==> config.mk <==
export PLATFORM = sky130hd
export DESIGN_NAME = uart_rx_cfg
export DESIGN_NICKNAME = d
export VERILOG_FILES = /design/src/rtl/uart_rx_cfg.sv
export SDC_FILE = /design/constraint.sdc
export NUM_CORES = 1
export LEC_CHECK = 0
export ABC_AREA = 0
export CORE_UTILIZATION = 48
export CTS_BUF_LIST = sky130_fd_sc_hd__clkbuf_2 sky130_fd_sc_hd__clkbuf_4 sky130_fd_sc_hd__clkbuf_8
export CTS_CLUSTER_SIZE = 16
export DETAILED_ROUTE_END_ITERATION = 12
export DONT_BUFFER_PORTS = 1
export PLACE_DENSITY = 0.68
export SYNTH_ARGS = -nofsm -noshare
export SYNTH_HDL_FRONTEND = slang
export SYNTH_SLANG_ARGS = --single-unit
==> constraint.sdc <==
create_clock -name i_sys_clk -period 6.9 [get_ports i_sys_clk]
set_clock_uncertainty 0.05 [all_clocks]
set_input_delay 1.38 -clock i_sys_clk [delete_from_list [all_inputs] [get_ports i_sys_clk]]
set_output_delay 1.38 -clock i_sys_clk [all_outputs]
set_load 0.03 [all_outputs]
==> src/rtl/uart_rx_cfg.sv <==
`default_nettype none
// ============================================================================
// Module   : uart_rx_cfg
// Purpose  : Runtime-configurable UART receiver. It accepts 5-8 data bits,
//            optional odd/even parity and 1 or 2 stop bits. The receiver uses
//            16x oversampling with a 3-sample majority vote. Each received
//            character is buffered with its parity/framing/break status in a
//            show-ahead FIFO, which is drained through a valid/ready
//            interface.
// Revision : 1.0  initial release
// ----------------------------------------------------------------------------
// Parameters
//   CLK_FREQ    system clock frequency in Hz (sets the baud divisors)
//   FIFO_DEPTH  FIFO entries; power of two, minimum 2
// Ports
//   i_sys_clk      in   1   system clock
//   i_sys_rst_n    in   1   synchronous active-low reset
//   i_rx           in   1   asynchronous serial input, idle high
//   i_rx_uart_bps  in   3   baud select (2400..115200, 7 = 9600)
//   i_data_bits    in   2   character length 5..8 bits
//   i_parity_en    in   1   parity bit present
//   i_parity_even  in   1   1 = even parity, 0 = odd parity
//   i_stop2        in   1   two stop bits
//   o_data         out  8   head character, right-justified
//   o_parity_err   out  1   head parity error flag
//   o_frame_err    out  1   head framing error flag
//   o_break        out  1   head break flag
//   o_valid        out  1   FIFO not empty
//   i_ready        in   1   consumer takes the head entry
//   o_overrun      out  1   pulse: a completed character was dropped
//   o_fifo_level   out  AW+1  FIFO occupancy
// ============================================================================
module uart_rx_cfg #(
  parameter int CLK_FREQ   = 50_000_000,
  parameter int FIFO_DEPTH = 16
) (
  input  logic                          i_sys_clk,
  input  logic                          i_sys_rst_n,
  input  logic                          i_rx,
  input  logic [2:0]                    i_rx_uart_bps,
  input  logic [1:0]                    i_data_bits,
  input  logic                          i_parity_en,
  input  logic                          i_parity_even,
  input  logic                          i_stop2,
  output logic [7:0]                    o_data,
  output logic                          o_parity_err,
  output logic                          o_frame_err,
  output logic                          o_break,
  output logic                          o_valid,
  input  logic                          i_ready,
  output logic                          o_overrun,
  output logic [$clog2(FIFO_DEPTH):0]   o_fifo_level
);

  // --------------------------------------------------------------------------
  // Elaboration-time constants
  // --------------------------------------------------------------------------
  localparam int DIV_2400   = CLK_FREQ / (16 * 2400);
  localparam int DIV_4800   = CLK_FREQ / (16 * 4800);
  localparam int DIV_9600   = CLK_FREQ / (16 * 9600);
  localparam int DIV_19200  = CLK_FREQ / (16 * 19200);
  localparam int DIV_38400  = CLK_FREQ / (16 * 38400);
  localparam int DIV_57600  = CLK_FREQ / (16 * 57600);
  localparam int DIV_115200 = CLK_FREQ / (16 * 115200);

  // The slowest rate has the largest divisor, so it sets the counter width.
  localparam int CW = $clog2(DIV_2400 + 1);
  localparam int AW = $clog2(FIFO_DEPTH);

  localparam logic [AW:0] LEVEL_FULL = (AW+1)'(FIFO_DEPTH);

  typedef enum logic [2:0] {
    ST_IDLE   = 3'd0,
    ST_START  = 3'd1,
    ST_DATA   = 3'd2,
    ST_PARITY = 3'd3,
    ST_STOP   = 3'd4,
    ST_PUSH   = 3'd5
  } state_t;

  state_t state;
  state_t state_nx;

  // --------------------------------------------------------------------------
  // Input synchroniser and edge detector
  // --------------------------------------------------------------------------
  logic rx_s1;
  logic rx_s2;
  logic rx_prev;
  logic fall;

  always_ff @(posedge i_sys_clk) begin
    if (!i_sys_rst_n) begin
      rx_s1   <= 1'b1;
      rx_s2   <= 1'b1;
      rx_prev <= 1'b1;
    end else begin
      rx_s1   <= i_rx;
      rx_s2   <= rx_s1;
      rx_prev <= rx_s2;
    end
  end

  // Only a genuine high-to-low transition starts a frame. A line that stays
  // low (for example after a break) cannot start another frame.
  assign fall = rx_prev & ~rx_s2;

  // --------------------------------------------------------------------------
  // Frame configuration, captured at start detection
  // --------------------------------------------------------------------------
  logic [2:0] bps_l;
  logic [1:0] nbits_l;
  logic       par_en_l;
  logic       par_even_l;
  logic       stop2_l;

  // --------------------------------------------------------------------------
  // Oversampling tick generator
  // --------------------------------------------------------------------------
  logic [CW-1:0] div_m1;
  logic [CW-1:0] tick_cnt;
  logic          tick;

  always_comb begin
    div_m1 = CW'(DIV_9600 - 1);
    case (bps_l)
      3'd0:    div_m1 = CW'(DIV_2400 - 1);
      3'd1:    div_m1 = CW'(DIV_4800 - 1);
      3'd2:    div_m1 = CW'(DIV_9600 - 1);
      3'd3:    div_m1 = CW'(DIV_19200 - 1);
      3'd4:    div_m1 = CW'(DIV_38400 - 1);
      3'd5:    div_m1 = CW'(DIV_57600 - 1);
      3'd6:    div_m1 = CW'(DIV_115200 - 1);
      default: div_m1 = CW'(DIV_9600 - 1);
    endcase
  end

  assign tick = (state != ST_IDLE) && (tick_cnt == div_m1);

  // The counter is held at 0 while idle. A frame therefore starts counting
  // from 0 on the cycle after the start edge is detected.
  always_ff @(posedge i_sys_clk) begin
    if (!i_sys_rst_n) begin
      tick_cnt <= '0;
    end else if (state == ST_IDLE || state == ST_PUSH || tick) begin
      tick_cnt <= '0;
    end else begin
      tick_cnt <= tick_cnt + CW'(1);
    end
  end

  // --------------------------------------------------------------------------
  // Sample counter and majority vote
  // --------------------------------------------------------------------------
  logic [3:0] samp_cnt;
  logic       s7;
  logic       s8;
  logic       bit_val;
  logic       resolve;

  always_ff @(posedge i_sys_clk) begin
    if (!i_sys_rst_n) begin
      samp_cnt <= 4'd0;
      s7       <= 1'b1;
      s8       <= 1'b1;
    end else if (state == ST_IDLE) begin
      samp_cnt <= 4'd0;
    end else if (tick) begin
      samp_cnt <= samp_cnt + 4'd1;
      if (samp_cnt == 4'd7) s7 <= rx_s2;
      if (samp_cnt == 4'd8) s8 <= rx_s2;
    end
  end

  // The third vote is the live synced line on the sample-9 tick.
  assign bit_val = (s7 & s8) | (s7 & rx_s2) | (s8 & rx_s2);
  assign resolve = tick && (samp_cnt == 4'd9);

  // --------------------------------------------------------------------------
  // Frame state machine
  // --------------------------------------------------------------------------
  logic [2:0] bit_idx;
  logic [2:0] last_idx;
  logic       stop_idx;
  logic       start_det;
  logic       push_req;

  assign last_idx = 3'd4 + {1'b0, nbits_l};

  always_ff @(posedge i_sys_clk) begin
    if (!i_sys_rst_n) begin
      state <= ST_IDLE;
    end else begin
      state <= state_nx;
    end
  end

  always_comb begin
    state_nx  = state;
    start_det = 1'b0;
    push_req  = 1'b0;
    case (state)
      ST_IDLE: begin
        if (fall) begin
          start_det = 1'b1;
          state_nx  = ST_START;
        end
      end
      ST_START: begin
        if (resolve) begin
          // A start bit that votes high was a glitch.
          state_nx = bit_val ? ST_IDLE : ST_DATA;
        end
      end
      ST_DATA: begin
        if (resolve && (bit_idx == last_idx)) begin
          state_nx = par_en_l ? ST_PARITY : ST_STOP;
        end
      end
      ST_PARITY: begin
        if (resolve) begin
          state_nx = ST_STOP;
        end
      end
      ST_STOP: begin
        if (resolve && (!stop2_l || stop_idx)) begin
          state_nx = ST_PUSH;
        end
      end
      ST_PUSH: begin
        push_req = 1'b1;
        state_nx = ST_IDLE;
      end
      default: state_nx = ST_IDLE;
    endcase
  end

  // --------------------------------------------------------------------------
  // Character assembly and status tracking
  // --------------------------------------------------------------------------
  logic [7:0] shift;
  logic       par_bit;
  logic       any_one;     // any data or parity bit sampled as 1
  logic       stop1_low;   // first stop bit sampled as 0
  logic       ferr;

  always_ff @(posedge i_sys_clk) begin
    if (!i_sys_rst_n) begin
      bps_l      <= 3'd0;
      nbits_l    <= 2'd0;
      par_en_l   <= 1'b0;
      par_even_l <= 1'b0;
      stop2_l    <= 1'b0;
      shift      <= 8'h00;
      bit_idx    <= 3'd0;
      stop_idx   <= 1'b0;
      par_bit    <= 1'b0;
      any_one    <= 1'b0;
      stop1_low  <= 1'b0;
      ferr       <= 1'b0;
    end else begin
      if (start_det) begin
        bps_l      <= i_rx_uart_bps;
        nbits_l    <= i_data_bits;
        par_en_l   <= i_parity_en;
        par_even_l <= i_parity_even;
        stop2_l    <= i_stop2;
        shift      <= 8'h00;
        bit_idx    <= 3'd0;
        stop_idx   <= 1'b0;
        par_bit    <= 1'b0;
        any_one    <= 1'b0;
        stop1_low  <= 1'b0;
        ferr       <= 1'b0;
      end
      if (resolve) begin
        case (state)
          ST_DATA: begin
            // Writing by index keeps the character right-justified and
            // leaves the unused upper bits at 0.
            shift[bit_idx] <= bit_val;
            any_one        <= any_one | bit_val;
            bit_idx        <= bit_idx + 3'd1;
          end
          ST_PARITY: begin
            par_bit <= bit_val;
            any_one <= any_one | bit_val;
          end
          ST_STOP: begin
            if (!bit_val) ferr <= 1'b1;
            if (!stop_idx) stop1_low <= ~bit_val;
            stop_idx <= 1'b1;
          end
          default: ;
        endcase
      end
    end
  end

  logic perr_calc;
  logic brk_calc;

  // The unused high bits of shift are 0, so they do not affect the XOR.
  assign perr_calc = par_en_l && ((^shift ^ par_bit) != ~par_even_l);
  assign brk_calc  = ~any_one & stop1_low;

  // --------------------------------------------------------------------------
  // Show-ahead FIFO: {brk, ferr, perr, data[7:0]}
  // --------------------------------------------------------------------------
  logic [10:0]   mem [FIFO_DEPTH];
  logic [AW-1:0] wr_ptr;
  logic [AW-1:0] rd_ptr;
  logic [AW:0]   level;
  logic          full;
  logic          valid;
  logic          pop;
  logic          push;
  logic [10:0]   head;

  assign full  = (level == LEVEL_FULL);
  assign valid = (level != '0);
  assign pop   = valid && i_ready;
  // When the FIFO is full, a simultaneous pop frees a slot in the same cycle.
  assign push  = push_req && (!full || pop);

  always_ff @(posedge i_sys_clk) begin
    if (push) begin
      mem[wr_ptr] <= {brk_calc, ferr, perr_calc, shift};
    end
  end

  always_ff @(posedge i_sys_clk) begin
    if (!i_sys_rst_n) begin
      wr_ptr    <= '0;
      rd_ptr    <= '0;
      level     <= '0;
      o_overrun <= 1'b0;
    end else begin
      if (push) wr_ptr <= wr_ptr + AW'(1);
      if (pop)  rd_ptr <= rd_ptr + AW'(1);
      case ({push, pop})
        2'b10:   level <= level + (AW+1)'(1);
        2'b01:   level <= level - (AW+1)'(1);
        default: level <= level;
      endcase
      o_overrun <= push_req && !push;
    end
  end

  // The outputs are gated while the FIFO is empty. The storage is not reset,
  // so this keeps stale contents from appearing on the outputs.
  assign head         = mem[rd_ptr];
  assign o_valid      = valid;
  assign o_data       = valid ? head[7:0] : 8'h00;
  assign o_parity_err = valid & head[8];
  assign o_frame_err  = valid & head[9];
  assign o_break      = valid & head[10];
  assign o_fifo_level = level;

endmodule
`default_nettype wire

[Yosys cells after proc, flatten, opt, wreduce, memory -nomap -nowiden]
Memories as Yosys holds them, arrays and structs flattened. A register that Yosys moved wholly into a read port is not among the register bits.
Index checks and enable logic that the tools add are counted.
W data, S select, Z words.
Cells by class
  mux-type cells: 45
  reduce and logical (&&, ||, !) cells: 28
  equal/unequal tests: 24
  divide/modulo/power cells: 0
  multipliers: 0
  order comparisons: 2
  shift-type cells: 0
  bitwise gates (word level): 18
  $add $sub $neg: 8
Operators by type and width (count)
  $pmux W11 S6: 1
  $mux W8: 5
  $mux W3: 9
  $mux W1: 23
  $eq A3 B3 Y1 const B: 5
  $pmux W3 S5: 1
  $add A4 B1 Y4 const B: 3
  $add A11 B1 Y11 const B: 1
  $eq A11 B11 Y1: 1
  $ne A2 B2 Y1 const B: 5
  $pmux W5 S2: 1
  $eq A3 B2 Y1 const B: 3
  $logic_and A1 B1 Y1: 9
  $and A1 B1 Y1: 8
  $bwmux W8: 1
  $eq A4 B4 Y1 const B: 2
  $mux W4: 2
  $reduce_xor A8 Y1: 1
  $eq A3 B1 Y1 const B: 2
  $logic_not A3 Y1: 2
  $not A1 Y1: 6
  $reduce_and A3 Y1: 2
  $reduce_or A2 Y1: 3
  $add A5 B1 Y5 const B: 1
  other kinds (21): 28
Storage, ports and cells
  register bits: 61
  memories kept: 1
  bits in latches: 0
  RAM bits: 176
  bits in read-only memories: 0
Memories
  mem: depth 16, bits a word 11, rd ports 1, clocked after memory_dff 1, wr ports 1, line 310  | logic [10:0] mem [FIFO_DEPTH];

[Depth between registers and ports, before layout]
Gate-level depths: netlist of the first run.
  depth in word-level cells: 9
  depth in mapped cells: 11
  depth with buffers taken out: 11

[Worst setup path after synthesis of the first run]
Ideal clock, no wire load.
  path kind: register to output
  start: register (tool-made name)
  end: output o_break
  arrival: 2.182 ns
  required time: 5.470 ns
  cell stages (with the launch flop): 6
  setup slack: 3.288 ns
  cells stage by stage: dfxtp_1 clkbuf_1 buf_2 mux4_2 mux4_2 and2_1
RTL lines
  to (decl): line 48  | output logic o_break,

==> results of run 1 <==
-- placed cells by master, fill, tap and decap left out, types with 7 or more instances in the layout --
cell type | Yosys | final
edfxtp_1 | 176 | 176
dfxtp_1 | 65 | 63
mux4_2 | 55 | 55
nand2_1 | 51 | 51
clkbuf_8 | 0 | 45
and2_1 | 40 | 40
nor2_1 | 31 | 31
xnor2_1 | 25 | 25
inv_1 | 13 | 13
ha_1 | 13 | 13
a21boi_0 | 12 | 12
nand3_1 | 12 | 12
a21oi_1 | 11 | 11
mux2i_1 | 11 | 11
nor2b_1 | 10 | 10
xor2_1 | 9 | 9
clkbuf_4 | 0 | 9
nand4_1 | 8 | 8
and3_1 | 8 | 8
nand2b_1 | 7 | 7
clkinv_1 | 0 | 7
-- cell usage after synthesis (5+ instances only) --
cell        n
a21boi_0   12
a21oi_1    11
and2_1     40
and3_1      8
and3b_1     5
buf_2       9
clkbuf_1   19
dfxtp_1    65
edfxtp_1  176
ha_1       13
inv_1      13
mux2i_1    11
mux4_2     55
nand2_1    51
nand2b_1    7
nand3_1    12
nand3b_1    6
nand4_1     8
nor2_1     31
nor2b_1    10
nor3_1      6
nor4b_1     5
o21ai_0     6
xnor2_1    25
xor2_1      9
-- where the power goes --
group / leakage (nW) / internal (W) / total (W) / switching (W)
Combinational: 1.08 / 0.000158 / 0.000332 / 0.000174
Sequential: 2.33 / 0.00155 / 0.00163 / 0.0000797
Clock: 0.395 / 0.000680 / 0.00123 / 0.000548
Total: 3.81 / 0.00239 / 0.00319 / 0.000802
-- through the flow --
step | hold WS (ns) | setup slack [ns] | instances | area (um2)
2_1_floorplan | 0.336 | 3.29 | 673 | 10300
5_1_grt | 0.368 | 1.98 | 981 | 11200
3_5_place_dp | 0.347 | 2.68 | 914 | 10500
6_report | 0.357 | 2.22 | 981 | 11200
4_1_cts | 0.361 | 2.10 | 981 | 11200
3_3_place_gp | 0.341 | 2.74 | 914 | 10500
-- flip-flops by register name (all words and copies together) (netlist names), 4 cells and up, named ones only --
name          cells
mem             176
tick_cnt         11
shift             8
o_fifo_level      5
rd_ptr            4
samp_cnt          4
wr_ptr            4
-- kinds of logic (layout without fill, tap and decap cells) --
kind of cell	count (synthesis)	count (layout)	synth area share, %
flops	241	241	64.1
simple gates	210	210	11.6
mux	66	66	13.1
compound gates	59	59	4.25
buf+inv	48	81	2.19
xor+xnor	34	34	2.90
fa+ha+maj	15	15	1.88
-- per-layer routing --
layer,share of wire (%),vias to the layer above,track usage (%)
met5,0,-,0
met4,2.1,0,6.96
met3,4.9,35,3.96
met2,52,156,33.9
met1,41,2917,24.0
li1,-,2569,-
-- final cells by class --
| type | count | share of cell area (%) |
|---|---|---|
| clock buffer | 54 | 6.12 |
| clock inverter | 13 | 0.813 |
| inverter | 13 | 0.434 |
| multi-input combinational | 384 | 30.8 |
| sequential | 241 | 58.7 |
| tap | 275 | 3.06 |
| timing repair buffer | 1 | 0.0668 |
-- how the worst max path moves through the flow --
stage | start | end | slack (ns)
2_1_floorplan | flop | o_break | 3.29
3_3_place_gp | flop | o_break | 2.74
3_5_place_dp | flop | o_break | 2.68
4_1_cts | flop | o_break | 2.10
5_1_grt | flop | o_break | 1.98
6_report | flop | o_break | 2.22
==> metrics.txt, run 1 <==
status=finished, final reports clean; clock latency on the worst-skew pair=0.54 ns; vias per cell=5.79; initial antenna violation count=0; Slew headroom=26.0%; worst hold path depth=1; clock sinks=241; synth warn=0; top cell type's share of synthesized area=51.4%; Max Slew Vio Count=0; r2r worst-path depth=11; Leak Pwr=3.81 nW; vias in the first global route=5,854; delay-heaviest family, CP=multiplexers; CP Depth=4; register bit count reported by yosys=241; Most Frequent Cell on Critical Path=mux4_2; CP required=5.47 ns; CTS tree=yes; CP Cell Sequence=buf_4 > mux4_2 > mux4_2 > and2_1; final setup violation count=0; first-pass GRT wire length=32.0 mm; total track usage=19.4%; Syn Inst Count=673; via count=5,677; worst-margin pin slew=1.11 ns; Fill cells=1,686; Post-DP HPWL=12.5 mm; Starting Density=48.9%; Yosys cell types=66; FP Rows=53; Hold Violations, Final=0; CTS resizes=0; Final min period=4.68 ns; total power=0.00319 W; grt ovf=0; pin count of the biggest net entering global routing=45; DIE AREA=0.0220 mm2; slowest stage cell, crit path=dfxtp_2; CP Buf/Inv Count=1; worst-path maximum fanout=24; peak supply drop=0.000127 V; CP max stage delay=0.81 ns; PortBufs=0; main flop type after synthesis=edfxtp_1; Yosys top cell by area=edfxtp_1; clk buf depth=3; Die Width=148 um; nets@finish=706; # Max-Cap Violations=0; CP arrival=3.25 ns; FFs w/ async S/R, synth=0%; power per cell area=284 mW/mm2; # IOs=30; area occupied by multi-input gates=0.00346 mm2; Final Core Density=53.4%; Pre-antenna DRT Iters=5; Synth-to-Final Area Change=9.30%; Final ANT Viol Nets=0; layout cells sized above 1=18.7%; clock root buffer=clkbuf_8; R2R Path End=o_fifo_level[4]$_SDFFE_PN0P_; Synthesized Nets=699; WL per Instance=20.8 um; syn_area_per_cell=15.3 um2; sequential element share of the synthesized area=64.1%; startpoint class of the critical path=flop; crit share post-route=67.8%; Critical Setup Path Class=flop to output pin; CTS H-tree lvls=2; setup TNS=0 ns; Seq. cell area=0.00659 mm2; worst hold path type=flop to flop; CTS buffer count=39; Worst Hold End=rx_s2$_SDFF_PN1_; EDFF count, synth=176; GP Congestion=0.790; wirelength, routed=20.5 mm; unrepaired setup endpoints after global routing=false; hold buffer count at cts=0; Initial DRC Count=361; post-synthesis cell area=0.0103 mm2; DIE HEIGHT=148 um; ranking of synthesized cells by area=edfxtp_1 51%, dfxtp_1 13%, mux4_2 12%; worst reg2reg path startpoint=o_fifo_level[0]$_SDFFE_PN0P_; CTS clk-pin slew, worst paths=0.06 ns; R2R setup slack=3.47 ns; Crit. End Element=output pin; n_diodes=0; core box area=0.0210 mm2; Post-route DRC=0; Hold Path Origin=rx_s1$_SDFF_PN1_; Post-CTS Setup Inserts=0; Max Freq=0.214 GHz
Power figures use the tool's default switching activity.
==> run 2, diff against run 1 <==
Settings changed: PLACE_DENSITY 0.68 to 0.7.
Clock period 6.9 ns to 3.85 ns, I/O delays scaled along.
==> run 2 against run 1 <==
Non-clock buffer count increased by 2; die area unchanged; clock power grew 73%; worst hold slack got worse by 0.092 ns; total power up 77%.
==> metrics.txt, run 2 (same netlist as run 1, synthesis figures left out) <==
pin count of the biggest net entering global routing=45; power per cell area=504 mW/mm2; DIE AREA=0.0220 mm2; nets@finish=708; CP max stage delay=0.62 ns; Biggest register=mem; R2R setup slack=0.48 ns; Initial DRC Count=413; clock sinks=241; grt ovf=0; initial antenna violation count=0; clock latency on the worst-skew pair=0.53 ns; WL per Instance=20.5 um; clock root buffer=clkbuf_8; hold buffer count at cts=0; DIE HEIGHT=148 um; Min Hold Slack=0.265 ns; Post-DP HPWL=12.5 mm; setup TNS=0 ns; Leak Pwr=3.97 nW; CP Buf/Inv Count=1; CTS buffer count=39; Synth-to-Final Area Change=9.35%; Final min period=3.45 ns; CTS clk-pin slew, worst paths=0.06 ns; startpoint class of the critical path=flop; # Max-Cap Violations=0; # IOs=30; unrepaired setup endpoints after global routing=false; clk buf depth=3; wirelength, routed=20.2 mm; vias in the first global route=5,813; commonest cells after routing, fill and taps aside=176 x edfxtp_1, 63 x dfxtp_1, 55 x mux4_2, 51 x nand2_1; CP Cell Sequence=buf_12 > mux4_2 > mux4_2 > and2_1; R2R Path End=o_fifo_level[4]$_SDFFE_PN0P_; status=finished, final reports clean; Final Cell Area=0.0112 mm2; n_diodes=0; CTS tree=yes; Placed Area=0.0105 mm2; worst reg2reg path startpoint=o_fifo_level[1]$_SDFFE_PN0P_; final setup violation count=0; Fill cells=1,632; CP required=3.03 ns; peak supply drop=0.000366 V; r2r worst-path depth=11; total track usage=19.2%; placed instance count=916; Final ANT Viol Nets=0; Max Freq=0.290 GHz; CP arrival=2.63 ns; worst-margin pin slew=1.07 ns; FP Rows=53; layout cells sized above 1=19.0%; Seq. cell area=0.00659 mm2; CTS H-tree lvls=2; vias per cell=5.72; Max Slew Vio Count=0; Post-route DRC=0; worst hold path type=input port to flop; crit share post-route=89.5%; GP Congestion=0.829; core box area=0.0210 mm2; first-pass GRT wire length=31.7 mm; area occupied by multi-input gates=0.00346 mm2; Crit. End Element=output pin; CTS resizes=0; Slew headroom=28.5%; Hold Violations, Final=0; Die Width=148 um; PortBufs=0; Pre-antenna DRT Iters=5; Post-CTS Setup Inserts=0; via count=5,642; delay-heaviest family, CP=multiplexers; commonest non-fill, non-tap cell in the layout=edfxtp_1; Critical Setup Path Class=flop to output pin; Largest register FFs=176; CP Depth=4; slowest stage cell, crit path=mux4_2; worst-path maximum fanout=44; Final Core Density=53.4%; Starting Density=48.9%; Most Frequent Cell on Critical Path=mux4_2; Top Registers=mem x176, tick_cnt x11, shift x8; crit path to=o_parity_err; Non-Filler Instances=986
-- run 2: changes by cell type in the layout (fill, tap and decap cells not counted) --
| cell | delta |
|---|---|
| buf_12 | +1 |
| clkinvlp_4 | -3 |
| clkinv_1 | +2 |
| clkbuf_8 | -5 |
| clkbuf_4 | +5 |
| inv_6 | +1 |
| clkinv_2 | +3 |
| buf_4 | +1 |
-- run 2: worst min path at each step --
| stage | start | endpoint | slack, ns | cells past startpoint |
|---|---|---|---|---|
| after floorplan | rx_s1$_SDFF_PN1_ | rx_s2$_SDFF_PN1_ | 0.34 | 1 |
| after global placement | rx_s1$_SDFF_PN1_ | rx_s2$_SDFF_PN1_ | 0.34 | 1 |
| after detailed placement | rx_s1$_SDFF_PN1_ | rx_s2$_SDFF_PN1_ | 0.35 | 1 |
| after CTS | i_sys_rst_n | s7$_SDFFE_PN1P_ | 0.25 | 1 |
| after global routing | i_sys_rst_n | rx_s1$_SDFF_PN1_ | 0.24 | 1 |
| final | i_sys_rst_n | s7$_SDFFE_PN1P_ | 0.26 | 1 |
-- run 2: power breakdown --
part	switching, W	internal, W	leakage [nW]
registers	0.0000741	0.00279	2.46
clock network	0.000958	0.00117	0.401
logic	0.000384	0.000288	1.11
total	0.00142	0.00425	3.97
-- run 2: layout make-up --
| type | count | share of cell area (%) |
|---|---|---|
| Multi-Input combinational cell | 384 | 30.8 |
| Sequential cell | 241 | 58.6 |
| Tap cell | 275 | 3.06 |
| Clock buffer | 54 | 5.84 |
| Timing Repair Buffer | 3 | 0.312 |
| Clock inverter | 16 | 0.891 |
| Inverter | 13 | 0.434 |
-- run 2: worst register-to-register path, cell delays in order (launching register included) --
cell and delay, ns:
dfxtp_1 0.45, or4_1 0.58, or2_2 0.48, and2_1 0.28
nand2_1 0.15, inv_1 0.11, ha_1 0.34, a21o_1 0.17
a21oi_1 0.17, mux2i_1 0.24, xor2_1 0.09, and2_1 0.17
-- run 2: per-stage QoR --
stage | power, W | setup WS (ns)
floorplan | 0.00346 | 0.848
global placement | 0.00357 | 0.585
detailed placement | 0.00360 | 0.480
CTS | 0.00572 | 0.345
global route | 0.00588 | 0.305
finish | 0.00566 | 0.403
-- run 2: metal layers --
metal | track usage (%) | vias to the layer above | share of wire, %
met1 | 24.1 | 2864 | 42
met2 | 33.3 | 167 | 51
li1 | - | 2576 | -
met5 | 0 | - | 0
met4 | 6.13 | 0 | 2.0
met3 | 3.96 | 35 | 5.2
==> run 3, diff against run 2 <==
Settings changed: CELL_PAD_IN_SITES_DETAIL_PLACEMENT set to 1, CELL_PAD_IN_SITES_GLOBAL_PLACEMENT set to 2, CORE_ASPECT_RATIO set to 0.75, CORE_UTILIZATION 48 to 44, PLACE_DENSITY 0.7 to 0.83.
==> run 3 against run 2 <==
First-iteration DRC count down 3.4%; worst hold slack improved by 0.0085 ns; maximum frequency grew 0.36%; cell count rose by 2.4%; non-clock buffer count up 3; critical endpoint is now o_data[3].
==> metrics.txt, run 3 (same netlist as run 1, synthesis figures left out) <==
WL per Instance=22.6 um; Post-DP HPWL=14.4 mm; Max Freq=0.291 GHz; unrepaired setup endpoints after global routing=false; n_diodes=0; worst hold path type=input port to flop; clock root buffer=clkbuf_8; CP required=3.03 ns; power per cell area=514 mW/mm2; wire length on met2=10.4 mm; metal1 wirelength=10.8 mm; Synth-to-Final Area Change=10.2%; clock latency on the worst-skew pair=0.53 ns; Most Frequent Cell on Critical Path=mux4_2; initial antenna violation count=0; vias in the first global route=6,014; commonest non-fill, non-tap cell in the layout=edfxtp_1; Placement Setup Slack=0.728 ns; status=finished, final reports clean; Final min period=3.43 ns; setup TNS=0 ns; grt ovf=0; uppermost layer routed=met4; Pre-antenna DRT Iters=5; # IOs=30; crit share post-route=89.2%; worst-path maximum fanout=26; Slew headroom=26.3%; commonest cells after routing, fill and taps aside=176 x edfxtp_1, 63 x dfxtp_1, 55 x mux4_2, 51 x nand2_1; slowest stage cell, crit path=dfxtp_2; startpoint class of the critical path=flop; CTS H-tree lvls=2; Post-CTS Setup Inserts=0; routed wl met3=1.27 mm; Biggest register=mem; Critical Setup Path Class=flop to output pin; Hold Violations, Final=0; worst reg2reg path startpoint=o_fifo_level[0]$_SDFFE_PN0P_; vias per cell=5.58; FP Rows=48; total track usage=19.9%; post-route worst setup slack=0.416 ns; CTS buffer count=39; Starting Density=44.8%; Crit. End Element=output pin; hold buffer count at cts=0; CTS resizes=0; PortBufs=0; Largest register FFs=176; worst-margin pin slew=1.10 ns; CP Cell Sequence=buf_12 > mux4_2 > mux4_2 > and2_1; first-pass GRT wire length=35.4 mm; Post-route DRC=0; CTS clk-pin slew, worst paths=0.06 ns; Top Registers=mem x176, tick_cnt x11, shift x8; r2r worst-path depth=11; nets@finish=711; R2R setup slack=0.74 ns; DIE HEIGHT=134 um; via count=5,639; DIE AREA=0.0240 mm2; Leak Pwr=4.00 nW; GP Congestion=0.762; pin count of the biggest net entering global routing=45; Initial DRC Count=399; CP arrival=2.61 ns; Die Width=178 um; CTS tree=yes; layout cells sized above 1=19.7%; crit path to=o_data[3]; wirelength, routed=22.8 mm; Hold Path Origin=i_sys_rst_n; final setup violation count=0; R2R Path End=o_fifo_level[4]$_SDFFE_PN0P_; clock sinks=241; core box area=0.0229 mm2; # Max-Cap Violations=0; Max Slew Vio Count=0; total power=0.00582 W; Final ANT Viol Nets=0; clk buf depth=3; peak supply drop=0.000634 V; CP max stage delay=0.66 ns
-- run 3: cell types whose count changed in the layout (fill, tap and decap cells not counted), sizes merged --
cell,previous run,this run
buf,3,6
bufinv,1,2
clkinv,13,6
inv,14,15
clkinvlp,1,0
clkbuf,54,56
-- run 3: where the power goes --
| group | internal, W | switching, W | leakage (nW) | total (W) |
|---|---|---|---|---|
| Sequential | 0.00279 | 0.0000916 | 2.46 | 0.00288 |
| Clock | 0.00126 | 0.000987 | 0.415 | 0.00224 |
| Combinational | 0.000307 | 0.000392 | 1.12 | 0.000698 |
-- run 3: metrics by stage --
step	hold WS, ns	util, %	instance area [um2]	instances
2_1_floorplan	0.336	-	10300	673
3_3_place_gp	0.350	46.0	10500	944
3_5_place_dp	0.352	46.0	10500	944
4_1_cts	0.231	49.3	11300	1010
5_1_grt	0.240	49.3	11300	1010
6_report	0.273	49.3	11300	1010
-- run 3: worst max-delay path: cells and delay by family (launching register included) --
kind          cells  cell delay [ns]
mux               2             0.84
buf+inv           1             0.28
simple gates      1             0.29
flops             1             0.66
-- run 3: worst min path at each step --
| stage | end | slack, ns | cells after the start |
|---|---|---|---|
| 2_1_floorplan | rx_s2$_SDFF_PN1_ | 0.34 | 1 |
| 3_3_place_gp | rx_s2$_SDFF_PN1_ | 0.35 | 1 |
| 3_5_place_dp | rx_s2$_SDFF_PN1_ | 0.35 | 1 |
| 4_1_cts | s7$_SDFFE_PN1P_ | 0.23 | 1 |
| 5_1_grt | s7$_SDFFE_PN1P_ | 0.24 | 1 |
| 6_report | s7$_SDFFE_PN1P_ | 0.27 | 1 |
-- run 3: layer usage --
metal  up-vias  GRT usage, %
li1       2568             -
met1      2903          29.0
met2       138          30.2
met3        30          4.54
met4         0          5.41
met5         -             0
-- run 3: area by class of cell --
cell class / count / area [um2]
Tap cell: 300 / 375
Sequential cell: 241 / 6590
Clock buffer: 56 / 671
Clock inverter: 10 / 104
Fill cell: 2237 / 11600
Timing Repair Buffer: 6 / 70.1
Inverter: 13 / 48.8
Multi-Input combinational cell: 384 / 3460
